### src/rtl/scan_seq_139.sv
// -----------------------------------------------------------------------------
// scan_seq_139
// Digit-scan sequencer for a 74x139-style 2-to-4 active-low decoder.
// Steps round-robin through four slots and skips slots whose MASK bit is
// clear. Each slot is a blanking interval (decoder disabled) followed by a
// drive interval. A/B therefore only move while G_L is high.
//
// Ports:
//   CLK        system clock, rising edge
//   RESET      synchronous active-high reset
//   EN         run enable, 0 forces idle
//   MASK[3:0]  slot enable, bit i = 1 scans slot i
//   G_L        decoder enable, active low (registered)
//   A, B       decoder selects, slot index LSB/MSB (registered)
//   SLOT_TICK  one-cycle pulse on each DRIVE->BLANK advance (registered)
//   ACTIVE     high while in BLANK or DRIVE (registered)
//
// state    | meaning
// ---------+---------------------------------------------------------------
// ST_IDLE  | stopped, decoder disabled, waiting for EN=1 and MASK!=0
// ST_BLANK | slot select settled, decoder disabled for BLANK cycles
// ST_DRIVE | decoder enabled until the slot's DIV cycles are used up
// -----------------------------------------------------------------------------
module scan_seq_139 #(
  parameter int CW    = 8,
  parameter int DIV   = 16,
  parameter int BLANK = 2
) (
  input  logic       CLK,
  input  logic       RESET,
  input  logic       EN,
  input  logic [3:0] MASK,
  output logic       G_L,
  output logic       A,
  output logic       B,
  output logic       SLOT_TICK,
  output logic       ACTIVE
);

  localparam logic [1:0] ST_IDLE  = 2'd0;
  localparam logic [1:0] ST_BLANK = 2'd1;
  localparam logic [1:0] ST_DRIVE = 2'd2;

  localparam logic [CW-1:0] C_BLANK_END = CW'(BLANK - 1);
  localparam logic [CW-1:0] C_SLOT_END  = CW'(DIV - 1);
  localparam logic [CW-1:0] C_ONE       = CW'(1);

  logic [1:0]    r_state;
  logic [1:0]    r_s;
  logic [CW-1:0] r_c;
  logic          r_gl;
  logic          r_tick;
  logic          r_active;

  logic [1:0]    w_state_nxt;
  logic [1:0]    w_s_nxt;
  logic [CW-1:0] w_c_nxt;
  logic          w_gl_nxt;
  logic          w_tick_nxt;
  logic [1:0]    w_first;
  logic [1:0]    w_next;
  logic          w_slot_on;

  assign w_slot_on = MASK[r_s];

  // Lowest set bit of MASK; iterating downward lets the lowest index win.
  always_comb begin
    w_first = 2'd0;
    for (int i = 3; i >= 0; i--) begin
      if (MASK[i]) w_first = 2'(i);
    end
  end

  // Next set bit searched cyclically from r_s+1. Offset 4 wraps back onto
  // r_s itself, covering the single-slot case; nearest offset wins.
  always_comb begin
    w_next = r_s;
    for (int i = 4; i >= 1; i--) begin
      if (MASK[r_s + 2'(i)]) w_next = r_s + 2'(i);
    end
  end

  always_comb begin
    w_state_nxt = r_state;
    w_s_nxt     = r_s;
    w_c_nxt     = r_c;
    w_gl_nxt    = r_gl;
    w_tick_nxt  = 1'b0;
    if (!EN) begin
      w_state_nxt = ST_IDLE;
      w_c_nxt     = '0;
      w_gl_nxt    = 1'b1;
    end else if (r_state != ST_IDLE && MASK == 4'd0) begin
      // S and C are left alone; a restart reloads both.
      w_state_nxt = ST_IDLE;
      w_gl_nxt    = 1'b1;
    end else begin
      case (r_state)
        ST_IDLE: begin
          if (MASK != 4'd0) begin
            w_state_nxt = ST_BLANK;
            w_s_nxt     = w_first;
            w_c_nxt     = '0;
            w_gl_nxt    = 1'b1;
          end
        end
        ST_BLANK: begin
          w_c_nxt = r_c + C_ONE;
          if (r_c == C_BLANK_END) begin
            w_state_nxt = ST_DRIVE;
            // A slot masked off during blanking never lights up.
            w_gl_nxt    = ~w_slot_on;
          end
        end
        ST_DRIVE: begin
          if (r_c == C_SLOT_END) begin
            w_state_nxt = ST_BLANK;
            w_c_nxt     = '0;
            w_s_nxt     = w_next;
            w_gl_nxt    = 1'b1;
            w_tick_nxt  = 1'b1;
          end else begin
            w_c_nxt  = r_c + C_ONE;
            // Once darkened by a mid-slot mask clear, stay dark to slot end.
            w_gl_nxt = r_gl | ~w_slot_on;
          end
        end
        default: begin
          w_state_nxt = ST_IDLE;
          w_gl_nxt    = 1'b1;
        end
      endcase
    end
  end

  always_ff @(posedge CLK) begin
    if (RESET) begin
      r_state  <= ST_IDLE;
      r_s      <= 2'd0;
      r_c      <= '0;
      r_gl     <= 1'b1;
      r_tick   <= 1'b0;
      r_active <= 1'b0;
    end else begin
      r_state  <= w_state_nxt;
      r_s      <= w_s_nxt;
      r_c      <= w_c_nxt;
      r_gl     <= w_gl_nxt;
      r_tick   <= w_tick_nxt;
      r_active <= (w_state_nxt != ST_IDLE);
    end
  end

  assign G_L       = r_gl;
  assign A         = r_s[0];
  assign B         = r_s[1];
  assign SLOT_TICK = r_tick;
  assign ACTIVE    = r_active;

endmodule

### config.mk
export PLATFORM = sky130hd
export DESIGN_NAME = scan_seq_139
export DESIGN_NICKNAME = d
export VERILOG_FILES = /design/src/rtl/scan_seq_139.sv
export SDC_FILE = /design/constraint.sdc
export NUM_CORES = 1
export LEC_CHECK = 0
export CORE_ASPECT_RATIO = 0.6
export CORE_MARGIN = 2
export CORE_UTILIZATION = 25
export CTS_CLUSTER_DIAMETER = 80
export DETAILED_ROUTE_END_ITERATION = 10
export PLACE_DENSITY = 0.5
export SLEW_MARGIN = 20
export SYNTH_ARGS = -nofsm -noshare
export SYNTH_HDL_FRONTEND = slang
export SYNTH_SLANG_ARGS = --single-unit
### constraint.sdc
create_clock -name CLK -period 1.7 [get_ports CLK]
set_input_delay 0.34 -clock CLK [delete_from_list [all_inputs] [get_ports CLK]]
set_output_delay 0.34 -clock CLK [all_outputs]
set_load 0.005 [all_outputs]
Yosys cells after proc, flatten, opt, wreduce, memory -nomap -nowiden. Cells that the tools add are included.

$add $sub $neg: 4. $lt $le $gt $ge: 4. Equal/unequal tests: 8. Muxes and demuxes: 32. Bitwise operators: 5. Reductions and logical operators: 14.

Operators with widths (number): 2-to-1 mux 2 bit (14); case mux 8 bit (3 select lines) (1); 2-to-1 mux 8 bit (2); less-than comparator 2 x 3 -> 1 bit, second input constant (4); adder 8 x 1 -> 8 bit, second input constant (1); binary-select mux 1 bit (select 2 bit) (4); == test 8 x 1 -> 1 bit, second input constant (1); == test 8 x 4 -> 1 bit, second input constant (1); 2-to-1 mux 1 bit (8); != test 2 bit, second input constant (3); case mux 2 bit (3 select lines) (1); AND reduction 6 bit (1); nonzero test 2 bit (3); adder 2 bit, second input constant (2); logical NOT 4 bit (1); != test 4 bit, second input constant (1); inverter 1 bit (4); case mux 2 bit (2 select lines) (1); nonzero test 4 bit (1); OR reduction 4 bit (1); case mux 1 bit (3 select lines) (1); AND reduction 3 bit (1); nonzero test 3 bit (1); OR reduction 3 bit (1); other kinds (8) (8).

Flip-flop bits (word level): 15. Input bits: 7. Output and inout port bits: 5.

Logic depth before layout (Yosys ltp). Gate-level depths: netlist of the first run.

Depth after elaboration: 8. Depth in mapped cells: 7. Mapped depth without buffers: 7.

Worst setup path after synthesis of the first run. No wires, ideal clock.

Path kind: reg2reg. Start point: register r_c[7]. End point: register r_s[0]. Setup time: 0.091 ns. Data arrival time: 1.764 ns. Slack: -0.155 ns. Cell stages (with the launch flop): 6. Buffers on the path: 0. Period minus slack after synthesis: 1.855 ns. Cell sequence: dfxtp_1 > or4_4 > o31a_1 > a311oi_2 > a21oi_1 > a311oi_1.

Cells in the longest elaborated chain, start to end: 3.

Ends and longest elaborated chain: from (decl) (RTL line 50) `logic [CW-1:0] r_c;`; from (signal assigned) (RTL line 147) `r_c <= w_c_nxt;`; == test 8 x 4 -> 1 bit (RTL line 116) `if (r_c == C_SLOT_END) begin`; != test 2 bit (no line); AND reduction 6 bit (no line); to (signal assigned) (RTL line 146) `r_s <= w_s_nxt;`; to (decl) (RTL line 49) `logic [1:0] r_s;`.

Every way passes these cells. A chain may end at the register's enable or synchronous reset.

Worst setup path after layout of the first run. Ends and elaborated chain as after synthesis.

==> results of run 1 <==
[cells in the final DEF, fill, tap and decap left out, types with 3 or more instances in the layout]
cell	netlist	routed
nor2_1	17	15
clkdlybuf4s50_1	0	7
xnor2_1	5	5
mux4_2	3	3
inv_1	6	6
dlygate4sd2_1	0	4
a21oi_1	5	5
nor3_1	4	4
clkbuf_8	0	3
nor2b_1	7	7
buf_4	0	33
nand2_1	7	7
nand3_1	6	6
o21ai_1	2	3
ha_1	6	6
dfxtp_1	15	13
[how the worst min path moves through the flow]
stage,end,slack (ns),depth (start not counted)
floorplan,r_s[1],0.41,1
global placement,G_L,0.56,2
detailed placement,G_L,0.57,2
CTS,G_L,0.58,2
global route,r_s[1],0.59,2
finish,r_s[1],0.58,2
[worst register-to-register path: stages, from the launching register on]
cell and delay [ns]:
dfxtp_2 0.32, or4_4 0.54, o31a_1 0.26, a311oi_2 0.31, a21oi_1 0.12, a311oi_1 0.19
[kinds of logic (layout without fill, tap and decap cells)]
| group | after synthesis | count (layout) | synth area share (%) |
|---|---|---|---|
| AND/OR/NAND/NOR | 54 | 54 | 27.9 |
| buffers and inverters | 10 | 55 | 3.70 |
| flip-flops | 15 | 15 | 29.6 |
| AO/OA/AOI/OAI | 26 | 26 | 18.5 |
| adder cells (fa/ha/maj) | 6 | 6 | 7.41 |
| multiplexers | 4 | 4 | 7.65 |
| XOR/XNOR | 6 | 6 | 5.19 |
[power groups by stage]
stage	logic (W)	clock network (W)	registers [W]
6_report	0.000164	0.000295	0.000373
5_1_grt	0.000179	0.000323	0.000374
4_1_cts	0.000161	0.000306	0.000372
3_5_place_dp	0.000158	0	0.000380
3_3_place_gp	0.000158	0	0.000380
2_1_floorplan	0.0000862	0	0.000374
[flip-flops by register name (all words and copies together), names as in the netlist]
name / count
SLOT_TICK: 1
r_c: 8
r_state: 2
ACTIVE: 1
G_L: 1
r_s: 2
[repair_timing]
item | in CTS | in global routing
endpoints found under the setup margin | 17 | 15
gates resized for setup | 7 | 7
endpoints found under the hold margin | 0 | 0
buffers inserted | 1 | 0
pin swaps | 4 | 4
[through the flow]
stage                     TNS [ns]  utilization [%]  worst slack [ns]  instance area [µm²]  std cells
after floorplan            -0.0276                -           -0.0276                 1010        121
after global placement       -5.09             37.7            -0.374                 1430        208
after detailed placement     -5.31             37.7            -0.422                 1430        208
after CTS                   -0.696             39.3            -0.127                 1490        213
after global routing         -1.64             39.8            -0.181                 1510        213
final                       -0.784             39.8            -0.118                 1510        213
[layer usage]
| metal | share of wire (%) | global-route usage, % | vias to the layer above |
|---|---|---|---|
| met4 | 0.81 | 3.13 | 0 |
| li1 | - | - | 528 |
| met5 | 0 | 0 | - |
| met3 | 4.6 | 3.12 | 3 |
| met1 | 53 | 17.1 | 470 |
| met2 | 42 | 19.1 | 23 |
[cell type report]
class | instances | area share, %
Clock buffer | 3 | 2.74
Clock inverter | 1 | 0.332
Inverter | 6 | 1.50
Multi-Input combinational cell | 96 | 46.7
Sequential cell | 15 | 20.1
Tap cell | 47 | 3.90
Timing Repair Buffer | 45 | 24.8
==> impl_metrics.yaml, run 1 <==
worst_setup_path:
  startpoint: "r_c[7]"
  critical_path.endpoint: "r_s[0]"
  cp_num_buf_inv: 0
  cp_cell_sequence: "or4_4 -> o31a_1 -> a311oi_2 -> a21oi_1 -> a311oi_1"
  startpoint_type: "flip-flop"
  path_class: "reg -> reg"
  ff2ff_path_depth: 5
  slowest_delay_ns: 0.54
  crit_required_ns: 1.87
  regToRegSetupSlack_ns: -0.12
  rr_endpoint: "r_s[0]"
  slowest_stage: "or4_4"
  cp.depth: 5
  critical-path-top-delay-family: "compound AO/OA/AOI/OAI gates"
  crit_fanout: 4
  endpoint_kind: "flip-flop"
  arrival_ns: 1.99
  reg2reg_from: "r_c[7]"
logic_synthesis:
  synth_seq_cells: 15
  synth-edff-count: 0
  synthArstFlopShare_pct: 0
  synth_top_flop_cell: "dfxtp_1"
  yosysTopAreaCellShare_pct: 29.6
  ys_warn_count: 0
  syn_avg_cell_area_um2: 8.38
  yosysTopAreaCell: "dfxtp_1"
  synth_top_cells_by_count: "17 x nor2_1, 15 x dfxtp_1, 7 x nand2_1, 7 x nor2b_1"
  synth.top_cells.by_area: "dfxtp_1 30%, ha_1 7.4%, mux4_2 6.7%, nor2_1 6.3%, nor2b_1 4.3%"
  synth_cells: 121
  synth_cell_types: 39
  synth_nets: 134
  synth_seq_area_share_pct: 29.6
  synth.most_common_cell: "nor2_1"
  syn_area_um2: 1010
clock_tree:
  cts_buffers: 3
  cts_tree: "built"
  htreeDepth: 1
  clock-sinks: 15
  cts_buffer_depth: 2
  clk-insertion-delay-late_ns: 0.25
  cts_root_buf: "clkbuf_8"
  postCtsHoldBufs: 0
  clk_pin_slew_ns: 0.06
place:
  io_buffer_count: 11
  gp_congestion: 0.826
  detailed_place_hpwl_mm: 2.09
detailed_routing:
  ant_nets: 0
  remaining_drc_errors: 0
  vias: 1024
  routed_via_density: 4.81
  routed_wl_mm: 2.60
  drt_iter0_markers: 64
  dr.pass1.iters: 4
  wire_per_inst_um: 12.2
timing:
  fin_worst_skew_ns: 0.00268
  slew_headroom_pct: 73.2
  report.final.slew_viol_count: 0
  finalCriticalPeriod_ns: 1.82
  hold_viol_final: 0
  fin_crit_sh_pct: 107
  fmax_mhz: 550
  grt_setup_unrepaired: "yes"
  tightest_slew_ns: 0.397
  final-setup-viol-count: 11
  whs_ns: 0.576
  worst_slack_ns: -0.118
floorplanning:
  die_height_um: 53.3
  row_count: 17
  initial_core_util_pct: 26.8
  die-area_um2: 4600
  ios: 12
  die_w_um: 86.2
  core_area_um2: 3790
outcome:
  violations: "setup timing"
  status: "complete, but fails checks"
global_route:
  antenna_found_initial: 0
  grt_max_degree: 10
  grt_usage_pct: 12.3
  grt_pass1_wl_mm: 4.46
  overflow: 0
  grt_pass1_vias: 989
final_layout:
  area_delta_synth_final_pct: 48.6
  antenna_cells: 0
  layout-drive-gt1-share_pct: 32.5
  register_area_um2: 303
  fin_nets: 180
  multi_input_comb_area_um2: 703
  final.fill_count: 375
power_and_ir_drop:
  switching_share_pct: 25.9
  p_int_w: 0.000617
  p_total_w: 0.000832
  p_leak_nw: 0.592
  pwr_density_cell_nw_per_um2: 552
  seq_power_share_pct: 44.8
  p_comb_share_pct: 19.7
  p_sw_w: 0.000215
  clkPwrFrac_pct: 35.4
  ir_drop_uv: 196
min_path:
  hold_path_class: "reg -> reg"
  hold_start: "r_s[1]"
run:
  drv_cap: 0
(Power assumes the default switching activity.)
==> run 2: changes to the inputs <==
- ABC_CLOCK_PERIOD_IN_PS: default -> 1700
==> results of run 2 <==
Same layout as run 1: the final DEF is identical, and so are final timing and power.
